==> src/rtl/NVM_pkg.sv <==
// Shared types for the NVM garbage-collection sequencer and its block FIFOs.
package NVM_pkg;
  localparam int BLK_W = 8;

  typedef logic [BLK_W-1:0] block_t;

  typedef enum logic [2:0] {IDLE, REQ, MOVE, ERASE, DONE} gc_state_t;
endpackage

==> src/rtl/gc_blk_fifo.sv <==
// Block-number FIFO with synchronous clear. A push into a full FIFO is dropped
// unless a pop happens in the same cycle; a pop from an empty FIFO is a no-op.
module gc_blk_fifo
  import NVM_pkg::*;
#(
  parameter int DEPTH = 8
) (
  input  logic                   CLK,
  input  logic                   RST,
  input  logic                   i_clr,
  input  logic                   i_push,
  input  logic                   i_pop,
  input  block_t                 i_din,
  output block_t                 o_dout,
  output logic                   o_full,
  output logic                   o_empty,
  output logic [$clog2(DEPTH):0] o_count
);
  localparam int AW = $clog2(DEPTH);
  localparam logic [AW:0] FULL_C = (AW+1)'(DEPTH);

  logic [AW-1:0] r_wptr;
  logic [AW-1:0] r_rptr;
  logic [AW:0]   r_count;
  block_t        r_mem [DEPTH];
  logic          w_push;
  logic          w_pop;

  assign o_empty = (r_count == '0);
  assign o_full  = (r_count == FULL_C);
  assign o_count = r_count;
  assign o_dout  = r_mem[r_rptr];
  assign w_pop   = i_pop & ~o_empty;
  assign w_push  = i_push & (~o_full | w_pop);

  always_ff @(posedge CLK or posedge RST) begin
    if (RST) begin
      r_wptr  <= '0;
      r_rptr  <= '0;
      r_count <= '0;
    end else if (i_clr) begin
      r_wptr  <= '0;
      r_rptr  <= '0;
      r_count <= '0;
    end else begin
      if (w_push) r_wptr <= r_wptr + 1'b1;
      if (w_pop)  r_rptr <= r_rptr + 1'b1;
      case ({w_push, w_pop})
        2'b10:   r_count <= r_count + 1'b1;
        2'b01:   r_count <= r_count - 1'b1;
        default: r_count <= r_count;
      endcase
    end
  end

  always_ff @(posedge CLK) begin
    if (w_push && !i_clr) r_mem[r_wptr] <= i_din;
  end
endmodule

==> src/rtl/gc_controller.sv <==
// GC sequencer: queues victims, keeps the free-block pool, and runs move -> erase -> recycle per grant.
//   IDLE  | waiting for enough victims or an allocation interrupt
//   REQ   | gc_request high, waiting for gc_start
//   MOVE  | move_flag high until the remap table reports relocation done
//   ERASE | erase timer running
//   DONE  | request_done pulse, victim recycled into the free pool
module gc_controller
  import NVM_pkg::*;
#(
  parameter int VQ_DEPTH  = 8,
  parameter int FP_DEPTH  = 8,
  parameter int GC_THRESH = 4,
  parameter int ERASE_CYC = 16
) (
  input  logic   CLK,
  input  logic   RST,
  input  logic   gc_ini,
  input  logic   gc_start,
  input  logic   invalid_flag,
  input  block_t invalid_blk,
  input  logic   active_request,
  input  logic   move_done_flag,
  input  logic   fifo_recover_en,
  input  block_t recover_blk,
  output logic   gc_request,
  output logic   gc_interrupt,
  output logic   request_done,
  output block_t erase_blk,
  output block_t active_blk,
  output logic   move_flag
);
  localparam int VQ_CW = $clog2(VQ_DEPTH) + 1;
  localparam int FP_CW = $clog2(FP_DEPTH) + 1;
  localparam int EC_W  = $clog2(ERASE_CYC + 1);
  localparam logic [VQ_CW-1:0] THRESH_C = VQ_CW'(GC_THRESH);
  localparam logic [EC_W-1:0]  ERASE_LD = EC_W'(ERASE_CYC - 1);

  gc_state_t        r_state;
  gc_state_t        w_state_nxt;
  logic [EC_W-1:0]  r_erase_cnt;
  block_t           r_erase_blk;
  block_t           r_active_blk;
  block_t           r_skid_blk;
  logic             r_skid_vld;
  logic             r_alloc_pend;
  logic             w_vq_pop;
  logic             w_vq_empty;
  logic             w_vq_full;
  logic [VQ_CW-1:0] w_vq_count;
  block_t           w_vq_dout;
  logic             w_fp_push;
  logic             w_fp_pop;
  logic             w_fp_empty;
  logic             w_fp_full;
  logic [FP_CW-1:0] w_fp_count;
  block_t           w_fp_din;
  block_t           w_fp_dout;
  logic             w_unused;

  gc_blk_fifo #(.DEPTH(VQ_DEPTH)) u_victim_q (
    .CLK     (CLK),
    .RST     (RST),
    .i_clr   (gc_ini),
    .i_push  (invalid_flag),
    .i_pop   (w_vq_pop),
    .i_din   (invalid_blk),
    .o_dout  (w_vq_dout),
    .o_full  (w_vq_full),
    .o_empty (w_vq_empty),
    .o_count (w_vq_count)
  );

  gc_blk_fifo #(.DEPTH(FP_DEPTH)) u_free_pool (
    .CLK     (CLK),
    .RST     (RST),
    .i_clr   (gc_ini),
    .i_push  (w_fp_push),
    .i_pop   (w_fp_pop),
    .i_din   (w_fp_din),
    .o_dout  (w_fp_dout),
    .o_full  (w_fp_full),
    .o_empty (w_fp_empty),
    .o_count (w_fp_count)
  );

  assign gc_request   = (r_state == REQ);
  assign move_flag    = (r_state == MOVE);
  assign request_done = (r_state == DONE);
  assign gc_interrupt = r_alloc_pend & w_fp_empty;
  assign erase_blk    = r_erase_blk;
  assign active_blk   = r_active_blk;
  assign w_fp_pop     = (active_request | r_alloc_pend) & ~w_fp_empty;
  assign w_unused     = ^{w_vq_full, w_fp_full, w_fp_count};

  always_comb begin
    w_state_nxt = r_state;
    w_vq_pop    = 1'b0;
    case (r_state)
      IDLE:  if ((w_vq_count >= THRESH_C) || gc_interrupt) w_state_nxt = REQ;
      REQ: begin
        if (w_vq_empty) begin
          w_state_nxt = IDLE;
        end else if (gc_start) begin
          w_vq_pop    = 1'b1;
          w_state_nxt = MOVE;
        end
      end
      MOVE:  if (move_done_flag) w_state_nxt = ERASE;
      ERASE: if (r_erase_cnt == '0) w_state_nxt = DONE;
      DONE:  w_state_nxt = IDLE;
      default: w_state_nxt = IDLE;
    endcase
  end

  // Recycled victim wins the pool port; a coincident recover waits one cycle in the skid register.
  always_comb begin
    w_fp_push = 1'b0;
    w_fp_din  = recover_blk;
    if (r_state == DONE) begin
      w_fp_push = 1'b1;
      w_fp_din  = r_erase_blk;
    end else if (r_skid_vld) begin
      w_fp_push = 1'b1;
      w_fp_din  = r_skid_blk;
    end else if (fifo_recover_en) begin
      w_fp_push = 1'b1;
    end
  end

  always_ff @(posedge CLK or posedge RST) begin
    if (RST) begin
      r_state      <= IDLE;
      r_erase_cnt  <= '0;
      r_erase_blk  <= '0;
      r_active_blk <= '0;
      r_skid_blk   <= '0;
      r_skid_vld   <= 1'b0;
      r_alloc_pend <= 1'b0;
    end else if (gc_ini) begin
      r_state      <= IDLE;
      r_erase_cnt  <= '0;
      r_erase_blk  <= '0;
      r_active_blk <= '0;
      r_skid_blk   <= '0;
      r_skid_vld   <= 1'b0;
      r_alloc_pend <= 1'b0;
    end else begin
      r_state <= w_state_nxt;
      if (w_vq_pop) r_erase_blk <= w_vq_dout;
      if ((r_state == MOVE) && move_done_flag) r_erase_cnt <= ERASE_LD;
      else if ((r_state == ERASE) && (r_erase_cnt != '0)) r_erase_cnt <= r_erase_cnt - 1'b1;
      r_skid_vld <= fifo_recover_en & ((r_state == DONE) | r_skid_vld);
      if (fifo_recover_en) r_skid_blk <= recover_blk;
      if (w_fp_pop) begin
        r_active_blk <= w_fp_dout;
        r_alloc_pend <= 1'b0;
      end else if (active_request) begin
        r_alloc_pend <= 1'b1;
      end
    end
  end
endmodule

==> config.mk <==
export PLATFORM = sky130hd
export DESIGN_NAME = gc_controller
export DESIGN_NICKNAME = d
export VERILOG_FILES = /design/src/rtl/NVM_pkg.sv /design/src/rtl/gc_blk_fifo.sv /design/src/rtl/gc_controller.sv
export SDC_FILE = /design/constraint.sdc
export NUM_CORES = 1
export LEC_CHECK = 0
export CELL_PAD_IN_SITES_DETAIL_PLACEMENT = 0
export CELL_PAD_IN_SITES_GLOBAL_PLACEMENT = 2
export CORE_UTILIZATION = 40
export DETAILED_ROUTE_END_ITERATION = 6
export MAX_ROUTING_LAYER = met4
export PLACE_DENSITY = 0.81
export RECOVER_POWER = 100
export SYNTH_ARGS = -nofsm -noshare
export SYNTH_HDL_FRONTEND = slang
export SYNTH_HIERARCHICAL = 1
export SYNTH_SLANG_ARGS = --single-unit
==> constraint.sdc <==
create_clock -name CLK -period 2.95 [get_ports CLK]
set_input_delay 0.4425 -clock CLK [delete_from_list [all_inputs] [get_ports CLK]]
set_output_delay 0.4425 -clock CLK [all_outputs]
set_load 0.05 [all_outputs]
# After elaboration in Yosys (flattened, before gate mapping)
# Memories as Yosys holds them, arrays and structs flattened.
# Index checks and enable logic that the tools add are counted.
dict set report totals {
  inputBits 24
  out_inout_bits 20
  ff_bits 54
  ramBits 128
  mem_count 2
  word_cells 121
}
# memory words width rd rd_clocked_by_memory_dff wr line
set memory_table {}
lappend memory_table {u_free_pool.r_mem 8 8 1 0 1 gc_blk_fifo.sv:25} ;# block_t r_mem [DEPTH];
lappend memory_table {u_victim_q.r_mem 8 8 1 0 1 gc_blk_fifo.sv:25}
dict set report classes {
  addsub 9
  n_eq_ne 14
  n_mux 44
  reduce_logical 23
  bitwise_logic 15
  magnitude_cmp 1
}
# op n
set op_table {}
lappend op_table {{two-way mux 8 bit} 8}
lappend op_table {{two-way mux 3 bit} 14}
lappend op_table {{one-hot mux 4 bit (2 select lines)} 2}
lappend op_table {{two-way mux 5 bit} 3}
lappend op_table {{two-way mux 1 bit} 14}
lappend op_table {{nonzero test 2 bit} 7}
lappend op_table {{adder 3 x 1 -> 3 bit, second input constant} 4}
lappend op_table {{one-hot mux 3 bit (4 select lines)} 1}
lappend op_table {{nonzero test 3 bit} 4}
lappend op_table {{!= test 3 bit, second input constant} 3}
lappend op_table {{adder 4 x 1 -> 4 bit, second input constant} 2}
lappend op_table {{== test 4 bit, second input constant} 2}
lappend op_table {{zero test 4 bit} 2}
lappend op_table {{two-way mux 4 bit} 2}
lappend op_table {{subtractor 4 x 1 -> 4 bit, second input constant} 2}
lappend op_table {{AND 1 bit} 7}
lappend op_table {{== test 3 x 2 -> 1 bit, second input constant} 2}
lappend op_table {{zero test 5 bit} 1}
lappend op_table {{nonzero test 5 bit} 1}
lappend op_table {{subtractor 5 x 1 -> 5 bit, second input constant} 1}
lappend op_table {{== test 2 x 1 -> 1 bit, second input constant} 2}
lappend op_table {{== test 2 bit, second input constant} 2}
lappend op_table {{>= comparator 4 x 3 -> 1 bit, second input constant} 1}
lappend op_table {{logical AND 1 bit} 4}
lappend op_table {{other kinds (9)} 15}

# Longest topological paths before layout
# Gate-level depths: netlist of the first run.
dict set report logic_depth {
  depth_word 9
  depth_mapped 13
  depth_no_buf 11
}

# By module
# Netlist of the first run, hierarchy kept.
# mod area_each_um2 seq_area_each_um2 cells_per_inst instances
set modules_own_cells {}
lappend modules_own_cells {gc_blk_fifo 3195.6 2172.1 172 2}
lappend modules_own_cells {gc_controller 1692.9 850.8 172 1}

# Worst setup path before layout of the first run
# OpenSTA, ideal clock, no wires.
dict set report synth_path {
  path_type {reg-to-reg}
  from {reg u_free_pool.r_count[0], in the netlist u_free_pool/o_count[0]}
  to {mem u_free_pool/r_mem[0][0] (netlist bit), enable pin}
  arrival_time_ns 2.758
  path_stages_with_launch 11
  required_time_ns 2.555
  path_buffers 2
  setup_ns 0.395
  synth_period_minus_slack_ns 3.153
  slack_ns -0.203
  cell_sequence {dfrtp_1 > or3_1 > buf_2 > nor2_1 > or2_2 > buf_2 > clkinv_1 > nand2b_1 > o21ai_2 > or2_4 > nor4_1}
}
dict set report synth_via {
  elab_chain_len 9
  elab_cells_between_ends 11
  cone_classes {eq/ne (1); mux (2); bitwise (6); reduce/logical (2)}
}
# element line
set synth_rtl {}
lappend synth_rtl {{start, declared} gc_blk_fifo.sv:24} ;# logic [AW:0] r_count;
lappend synth_rtl {{start signal, assigned} gc_blk_fifo.sv:49} ;# 2'b10: r_count <= r_count + 1'b1;
lappend synth_rtl {{start signal, assigned} gc_blk_fifo.sv:50} ;# 2'b01: r_count <= r_count - 1'b1;
lappend synth_rtl {{start signal, assigned} gc_blk_fifo.sv:51} ;# default: r_count <= r_count;
lappend synth_rtl {{zero test 4 bit} gc_blk_fifo.sv:29} ;# assign o_empty = (r_count == '0);
lappend synth_rtl {{net w_fp_empty} gc_controller.sv:53} ;# logic w_fp_empty;
lappend synth_rtl {{inverter 1 bit} gc_controller.sv:92} ;# assign w_fp_pop = (active_request | r_alloc_pend) & ~w_fp_empty;
lappend synth_rtl {{AND 1 bit} gc_controller.sv:92}
lappend synth_rtl {{net w_fp_pop} gc_controller.sv:52} ;# logic w_fp_pop;
lappend synth_rtl {{AND 1 bit} gc_blk_fifo.sv:33} ;# assign w_pop = i_pop & ~o_empty;
lappend synth_rtl {{OR 1 bit} gc_blk_fifo.sv:34} ;# assign w_push = i_push & (~o_full | w_pop);
lappend synth_rtl {{AND 1 bit} gc_blk_fifo.sv:34}
lappend synth_rtl {{logical AND 1 bit} gc_blk_fifo.sv:57} ;# if (w_push && !i_clr) r_mem[r_wptr] <= i_din;
lappend synth_rtl {{two-way mux 1 bit} gc_blk_fifo.sv:57}
lappend synth_rtl {{two-way mux 1 bit (implied by the code)} gc_blk_fifo.sv:57}
lappend synth_rtl {{end, declared} gc_blk_fifo.sv:25}
# The timed path passes the listed nets, and every way through them passes these cells.

# Final worst setup path of the first run
dict set report layout_path {
  from {reg u_victim_q.r_count[0], in the netlist u_victim_q/o_count[0]}
  to {mem u_victim_q/r_mem[0][6] (netlist bit), enable pin}
}
dict set report layout_via {
  elab_chain_len 9
  elab_cells_between_ends 12
  cone_classes {eq/ne (1); mux (4); bitwise (5); reduce/logical (2)}
}
# element line
set layout_rtl {}
lappend layout_rtl {{start, declared} gc_blk_fifo.sv:24}
lappend layout_rtl {{start signal, assigned} gc_blk_fifo.sv:49}
lappend layout_rtl {{start signal, assigned} gc_blk_fifo.sv:50}
lappend layout_rtl {{start signal, assigned} gc_blk_fifo.sv:51}
lappend layout_rtl {{zero test 4 bit} gc_blk_fifo.sv:29}
lappend layout_rtl {{net w_vq_empty} gc_controller.sv:47} ;# logic w_vq_empty;
lappend layout_rtl {{two-way mux 1 bit} gc_controller.sv:101} ;# if (w_vq_empty) begin
lappend layout_rtl {{two-way mux 1 bit} gc_controller.sv:98} ;# case (r_state)
lappend layout_rtl {{net w_vq_pop} gc_controller.sv:46} ;# logic w_vq_pop;
lappend layout_rtl {{AND 1 bit} gc_blk_fifo.sv:33}
lappend layout_rtl {{OR 1 bit} gc_blk_fifo.sv:34}
lappend layout_rtl {{AND 1 bit} gc_blk_fifo.sv:34}
lappend layout_rtl {{logical AND 1 bit} gc_blk_fifo.sv:57}
lappend layout_rtl {{two-way mux 1 bit} gc_blk_fifo.sv:57}
lappend layout_rtl {{two-way mux 1 bit (implied by the code)} gc_blk_fifo.sv:57}
lappend layout_rtl {{end, declared} gc_blk_fifo.sv:25}
# The timed path passes the listed nets, and every way through them passes these cells.

==> impl_metrics.ini, run 1 <==
[critical_path]
path_cells = or3_1, nor2_2, nand4b_1, inv_1, nand2b_1, o21ai_0, or2_0, nor4_2, clkbuf_2
cp_num_cells = 9
worstPathArrival_ns = 2.88
critPathMaxFanout = 8
r2r_cells = 9
slowest_delay_ns = 0.40
r2r_end = u_victim_q/r_mem[0][6]
crit_slowest_cell = or3_1
path_buf_inv = 2
rrSetupSlack_ns = 0.22
worstPathRequired_ns = 3.09
critPathLaunchType = flop
crit_type = reg -> reg
critPathCaptureType = flop
reg2reg_from = u_victim_q/o_count[0]
critical-path-top-delay-family = simple AND/OR/NAND/NOR gates
startpoint = u_victim_q/o_count[0]

[synth]
avgSynthCellArea_um2 = 15.7
syn_area_um2 = 8070
synth_nets = 549
syn_inst = 514
yosysWarnings = 6

[global_routing]
grt_overflow = 0
grt_pass1_vias = 4753
grt_first_pass_wirelength_um = 26000
grt_util_all_layers_pct = 17.8
antenna_found_initial = 0
grt_start_max_net_pins = 35

[run_status]
violations = capacitance limit, slew limit
status = complete, but fails checks

[detailed_routing]
drtAntennaViolNets = 0
drc = 0
dr.pass1.iters = 4
drt_iter0_markers = 254
wl_um = 16400
wl_per_cell_um = 18.9
via_per_inst = 5.26
routed-via-count = 4568

[sta]
rsz0062_at_grt = false
hold_viol = 0
fmax_ghz = 0.366
finalCriticalPeriod_ns = 2.73
finalMaxSlewViolations = 35
fin_skew_ns = 0.0123
max_slew_margin_pct = -29.1
post-route-period-util_pct = 92.6
whs_ns = 0.521
finalSetupViolCount = 0
finalSetupTns_ns = 0
tightest_slew_ns = 1.94

[place]
place_congestion = 0.759
dp_hpwl_um = 11400
portBuffers = 43

[clocking]
cts_setup_buffers = 0
numCtsBuffers = 17
path_clk_slew_ns = 0.07
cts.sinks = 182
cts_max_level = 4
clk_path_buf_depth = 2
cts-root-buf = clkbuf_16
tritoncts = done
hold_buffers = 0
cts_resized = 0
clk_latency_ns = 0.44

[floorplan]
fp.dieH_um = 144
ios = 44
initial_core_util_pct = 41.2
core_um2 = 19600
die_w_um = 144
row_count = 51
dieArea_um2 = 20800

[job]
cap_violations = 1

[pwr]
pwr-share-clk_pct = 33.8
p_switching_mw = 2.05
power_frac_seq_pct = 45.1
combPwrFrac_pct = 21.2
p_leak_nw = 3.56
vdd_drop_max_mv = 0.498
p_int_mw = 4.63
swShare_pct = 30.7
power.density_nw_per_um2 = 707

[worst_hold_path]
hp-class = reg -> reg
holdPathEnd = active_blk[6]
holdPathStages = 2
hp-start = active_blk[6]

[final_layout]
nets = 625
layout-drive-gt1-share_pct = 13.9
area_delta_synth_final_pct = 17.0
num_antenna_cells = 0
## layout by cell type (no fill, tap or decap), types with 8 or more instances in the layout
cell type and instances:
o21ai_0 9, clkbuf_2 10, buf_4 15, mux2_2 11
inv_1 8, nor2_1 51, inv_8 8, clkdlybuf4s50_1 12
edfxtp_1 128, mux2i_1 30, nor3_1 8, dlygate4sd3_1 28
nand2_1 31, dfrtp_1 54, clkbuf_16 17, a21oi_1 18
clkbuf_1 18, xnor2_1 8, ha_1 9, mux4_1 30
## worst min-delay path, cell delays in order (launching register included)
cell     delay, ns
dfrtp_1       0.38
nand2_1       0.05
a21oi_1       0.05
## state kept, by name (all words and copies together) (netlist names), 4 cells and up
| signal | flops |
|---|---|
| active_blk | 8 |
| erase_blk | 8 |
| r_erase_cnt | 5 |
| r_skid_blk | 8 |
| u_free_pool/o_count | 4 |
| u_free_pool/r_mem | 64 |
| u_victim_q/o_count | 4 |
| u_victim_q/r_mem | 64 |
## power groups by stage
stage | logic (mW) | clock network [mW] | registers [mW]
floorplan | 0.939 | 0 | 3.19
global placement | 1.47 | 0 | 3.06
detailed placement | 1.50 | 0 | 3.07
CTS | 1.51 | 2.29 | 3.01
global route | 1.54 | 2.40 | 3.03
finish | 1.41 | 2.25 | 3.01
## stage by stage
stage	area [um2]	total power [mW]	util, %	worst slack (ns)	std cells
after floorplan	8100	4.13	-	0.00444	514
after global placement	8990	4.53	45.9	0.219	836
after detailed placement	8990	4.57	45.9	0.116	836
after CTS	9590	6.81	48.9	0.197	868
after global routing	9440	6.97	48.2	0.00321	868
final	9440	6.67	48.2	0.217	868
## cell type report
| type | count | area, um2 |
|---|---|---|
| clock buffers | 18 | 429 |
| multi-input cells | 295 | 2650 |
| fillers | 1725 | 10100 |
| inverters | 9 | 33.8 |
| well taps | 265 | 332 |
| clock inverters | 14 | 165 |
| repair buffers | 85 | 642 |
| flip-flops and latches | 182 | 5190 |
## routing by layer
layer  share of wire [%]  GRT usage, %
met3                 2.3          3.38
met5                   0             -
met1                  44          21.3
met4                 1.7          5.94
met2                  52          30.2
## worst max-delay path by stage
stage	to	slack (ns)
2_1_floorplan	u_free_pool/o_count[3]	0.004
3_3_place_gp	u_free_pool/o_count[3]	0.22
4_1_cts	u_victim_q/o_count[3]	0.20
3_5_place_dp	u_victim_q/o_count[3]	0.12
5_1_grt	u_free_pool/o_count[3]	0.003
6_report	u_victim_q/r_mem[0][6]	0.22
Note: power is estimated with default switching activity, not from simulation.
==> run 2, diff against run 1 <==
--- a/config.mk
+++ b/config.mk
@@ -12,6 +12,7 @@
 export MAX_ROUTING_LAYER = met4
 export PLACE_DENSITY = 0.81
 export RECOVER_POWER = 100
+export SETUP_SLACK_MARGIN = 0.3
 export SYNTH_ARGS = -nofsm -noshare
 export SYNTH_HDL_FRONTEND = slang
 export SYNTH_HIERARCHICAL = 1
==> impl_metrics.ini, run 2 (synthesis results as in run 1) <==
[place]
placed_area_um2 = 9050
dp_cells = 834
place_congestion = 0.738
dp_hpwl_um = 11100
portBuffers = 43
pre_cts_slack_ns = 0.0106

[detailed_routing]
route.met3.wl_um = 552
routed-wl-met2_um = 8660
m1WireLength_um = 6960
routed-via-count = 4622
wl_um = 16400
wl_per_cell_um = 18.9
drtAntennaViolNets = 0
dr.pass1.iters = 4
drc = 0
drt_iter0_markers = 263
topRoutingLayerUsed = met4
via_per_inst = 5.31

[final_layout]
top_regs = u_free_pool/r_mem: 64 flops, u_victim_q/r_mem: 64 flops
final_core_util_pct = 49.1
layout-drive-gt1-share_pct = 18.0
final_cell_mix = 128 x edfxtp_1, 51 x dfrtp_1, 50 x nor2_1
design_area_um2 = 9630
nets = 628
num_antenna_cells = 0
final_common_cell = edfxtp_1
stdcell_count = 871
fillers = 1681
area_delta_synth_final_pct = 19.3

[clocking]
cts_max_level = 4
numCtsBuffers = 17
path_clk_slew_ns = 0.08
cts.sinks = 182
clk_latency_ns = 0.43
cts-root-buf = clkbuf_16
tritoncts = done
clk_path_buf_depth = 2

[floorplan]
core_um2 = 19600
die_w_um = 144
fp.dieH_um = 144
ios = 44
row_count = 51
dieArea_um2 = 20800
initial_core_util_pct = 41.2

[sta]
setup_ws_ns = 0.297
finalSetupTns_ns = 0
max_slew_margin_pct = -28.7
finalMaxSlewViolations = 35
fmax_ghz = 0.377
hold_viol = 0
finalCriticalPeriod_ns = 2.65
fin_skew_ns = 0.0125
tightest_slew_ns = 1.93
rsz0062_at_grt = false
whs_ns = 0.496
post-route-period-util_pct = 89.9
finalSetupViolCount = 0

[critical_path]
crit_type = reg -> reg
path_cells = nor2_1, nand4b_1, inv_4, buf_4, o21ai_4, nor2_1, ha_1, nand3_2, nor4bb_1, o21bai_1, a31oi_1
critPathMaxFanout = 7
critical-path-top-delay-family = simple AND/OR/NAND/NOR gates
slowest_delay_ns = 0.45
crit_slowest_cell = dfrtp_1
critPathCaptureType = flop
worstPathArrival_ns = 2.99
path_buf_inv = 2
worstPathRequired_ns = 3.28
critPathLaunchType = flop
cpMostUsedCell = nor2_1

[pwr]
p_leak_nw = 3.60
vdd_drop_max_mv = 0.426
p_int_mw = 4.69
pwr-share-clk_pct = 32.5
swShare_pct = 30.6
combPwrFrac_pct = 23.2
power_frac_seq_pct = 44.4
p_switching_mw = 2.07
total_power_mw = 6.75
power.density_nw_per_um2 = 702

[run_status]
status = complete, but fails checks
violations = capacitance limit, slew limit

[global_routing]
grt_pass1_vias = 4734
grt_overflow = 0
antenna_found_initial = 0
grt_util_all_layers_pct = 17.6
grt_start_max_net_pins = 35
grt_first_pass_wirelength_um = 25700

[job]
cap_violations = 1

[worst_hold_path]
hp-class = in -> async
-- run 2: routing by layer --
metal  vias up  track usage (%)
met5         -                -
met4         0             6.72
met3        17             3.11
met2        97             29.9
met1      2356             20.7
li1       2152                -
-- run 2: worst register-to-register path, stage by stage (launching register included) --
cell      delay, ns
dfrtp_1        0.45
nor2_1         0.22
nand4b_1       0.23
inv_4          0.11
buf_4          0.16
o21ai_4        0.08
nor2_1         0.32
ha_1           0.33
nand3_2        0.11
nor4bb_1       0.29
o21bai_1       0.12
a31oi_1        0.14
-- run 2: worst paths after layout --
kind / start / end / slack (ns) / cells past startpoint
setup / recovery: r_state[2] / u_victim_q/o_count[3] / 0.30 / 11
hold / removal: RST / u_victim_q/r_rptr[2] / 0.50 / 2
setup reg to reg: r_state[2] / u_victim_q/o_count[3] / 0.30 / 11
hold reg to reg: active_blk[1] / active_blk[1] / 0.52 / 2
max in group asynchronous: RST / active_blk[6] / 0.63 / 3
min in group CLK: active_blk[1] / active_blk[1] / 0.52 / 2
-- run 2: power groups by stage --
stage               logic [mW]  clock network (mW)  registers (mW)
finish                    1.57                2.19            3.00
global route              1.70                2.33            3.01
CTS                       1.59                2.24            3.01
detailed placement        1.54                   0            3.06
global placement          1.51                   0            3.06
floorplan                 1.00                   0            3.19
-- run 2: layout make-up --
type	instances	area [um2]	share of cell area (%)
multi-input cells	295	2790	28.9
inverters	9	48.8	0.507
flip-flops and latches	182	5200	54.0
repair buffers	88	682	7.08
clock buffers	17	425	4.42
clock inverters	15	156	1.62
well taps	265	332	3.44
-- run 2: timing repair --
item | CTS | global route
resized for setup | 7 | 9
pin swaps | 2 | 6
setup endpoints to repair | 2 | 3
hold buffers | 0 | 0
buffers inserted | 1 | 4
==> run 3, diff against run 2 <==
--- a/config.mk
+++ b/config.mk
@@ -9,7 +9,7 @@
 export CELL_PAD_IN_SITES_GLOBAL_PLACEMENT = 2
 export CORE_UTILIZATION = 40
 export DETAILED_ROUTE_END_ITERATION = 6
-export MAX_ROUTING_LAYER = met4
+export HOLD_SLACK_MARGIN = 0.1
 export PLACE_DENSITY = 0.81
 export RECOVER_POWER = 100
 export SETUP_SLACK_MARGIN = 0.3
==> impl_metrics.ini, run 3 (synthesis results as in run 1) <==
[clocking]
clk_latency_ns = 0.43
hold_buffers = 0
tritoncts = done
cts-root-buf = clkbuf_16
numCtsBuffers = 17
path_clk_slew_ns = 0.07
cts_max_level = 4
cts.sinks = 182
clk_path_buf_depth = 2

[place]
dp_hpwl_um = 11100
placed_area_um2 = 9050
pre_cts_slack_ns = 0.0106
place_congestion = 0.729
portBuffers = 43

[critical_path]
slowest_delay_ns = 0.41
critPathCaptureType = flop
path_buf_inv = 2
r2r_cells = 9
critical-path-top-delay-family = simple AND/OR/NAND/NOR gates
critPathMaxFanout = 8
critPathLaunchType = flop
crit_type = reg -> reg
worstPathRequired_ns = 3.13
cp_num_cells = 9
worstPathArrival_ns = 2.84
crit_slowest_cell = dfrtp_2
path_cells = or3_4, nor2_4, nand4b_1, inv_4, nand2b_1, o21ai_0, or2_0, nor4_1, buf_4

[global_routing]
grt_overflow = 0
grt_pass1_vias = 4737
grt_first_pass_wirelength_um = 25700
antenna_found_initial = 0
grt_util_all_layers_pct = 17.1
grt_start_max_net_pins = 35

[sta]
fin_skew_ns = 0.0104
whs_ns = 0.493
finalSetupViolCount = 0
fmax_ghz = 0.376
finalSetupTns_ns = 0
tightest_slew_ns = 1.94
finalCriticalPeriod_ns = 2.66
post-route-period-util_pct = 90.2
rsz0062_at_grt = true
setup_ws_ns = 0.289
finalMaxSlewViolations = 35
hold_viol = 0
max_slew_margin_pct = -29.1

[detailed_routing]
topRoutingLayerUsed = met4
wl_per_cell_um = 18.8
m1WireLength_um = 7080
route.met3.wl_um = 494
dr.pass1.iters = 4
drc = 0
routed-via-count = 4620
drt_iter0_markers = 237
wl_um = 16400
drtAntennaViolNets = 0
routed-wl-met2_um = 8500
via_per_inst = 5.30

[floorplan]
die_w_um = 144
core_um2 = 19600
fp.dieH_um = 144
row_count = 51
initial_core_util_pct = 41.2
dieArea_um2 = 20800
ios = 44

[final_layout]
fillers = 1679
design_area_um2 = 9620
top_regs = u_free_pool/r_mem: 64 flops, u_victim_q/r_mem: 64 flops
num_antenna_cells = 0
final_core_util_pct = 49.1
nets = 628
final_common_cell = edfxtp_1
final_cell_mix = 128 x edfxtp_1, 51 x dfrtp_1, 50 x nor2_1
layout-drive-gt1-share_pct = 18.0
area_delta_synth_final_pct = 19.2

[job]
cap_violations = 1

[worst_hold_path]
hp-class = in -> async

[pwr]
vdd_drop_max_mv = 0.429
power.density_nw_per_um2 = 703
p_leak_nw = 3.60

[run_status]
status = complete, but fails checks
violations = capacitance limit, slew limit
## run 3: cell counts in the layout (fill, tap and decap cells not counted)
Identical to the previous run, type by type.
## run 3: timing repair
item / CTS / global route
pin swaps: 2 / 6
resized for setup: 7 / 8
setup endpoints to repair: 2 / 3
buffers inserted: 1 / 4
gates cloned: 0 / 0
## run 3: final timing paths
check	from	slack, ns	to
hold / removal	RST	0.49	u_victim_q/r_wptr[1]
setup reg to reg	u_victim_q/o_count[0]	0.29	u_victim_q/r_mem[0][3]
min in group CLK	active_blk[1]	0.52	active_blk[1]
max in group asynchronous	RST	0.62	active_blk[6]
setup / recovery	u_victim_q/o_count[0]	0.29	u_victim_q/r_mem[0][3]
hold reg to reg	active_blk[1]	0.52	active_blk[1]
## run 3: layout make-up
cell class                 count  area (um2)  area share, %
clock inverter                15         156           1.63
clock buffer                  17         425           4.42
tap                          265         332           3.45
multi-input combinational    295        2780           28.9
inverter                       9        48.8          0.507
timing repair buffer          88         682           7.09
sequential                   182        5200           54.0
## run 3: layer usage
| layer | up-vias | track usage (%) |
|---|---|---|
| met4 | 0 | 6.05 |
| met5 | - | 0 |
| li1 | 2150 | - |
| met1 | 2355 | 20.8 |
| met2 | 91 | 29.8 |
| met3 | 24 | 3.61 |
## run 3: stage by stage
| stage | instances | total power [mW] |
|---|---|---|
| after global placement | 834 | 4.57 |
| after floorplan | 514 | 4.19 |
| final | 871 | 6.76 |
| after detailed placement | 834 | 4.60 |
| after global routing | 871 | 7.05 |
| after CTS | 867 | 6.83 |
## run 3: power by group
part	total (mW)	internal (mW)	switching, mW
combinational	1.57	0.673	0.899
clock	2.19	1.13	1.06
sequential	3.00	2.89	0.109
total	6.76	4.69	2.07
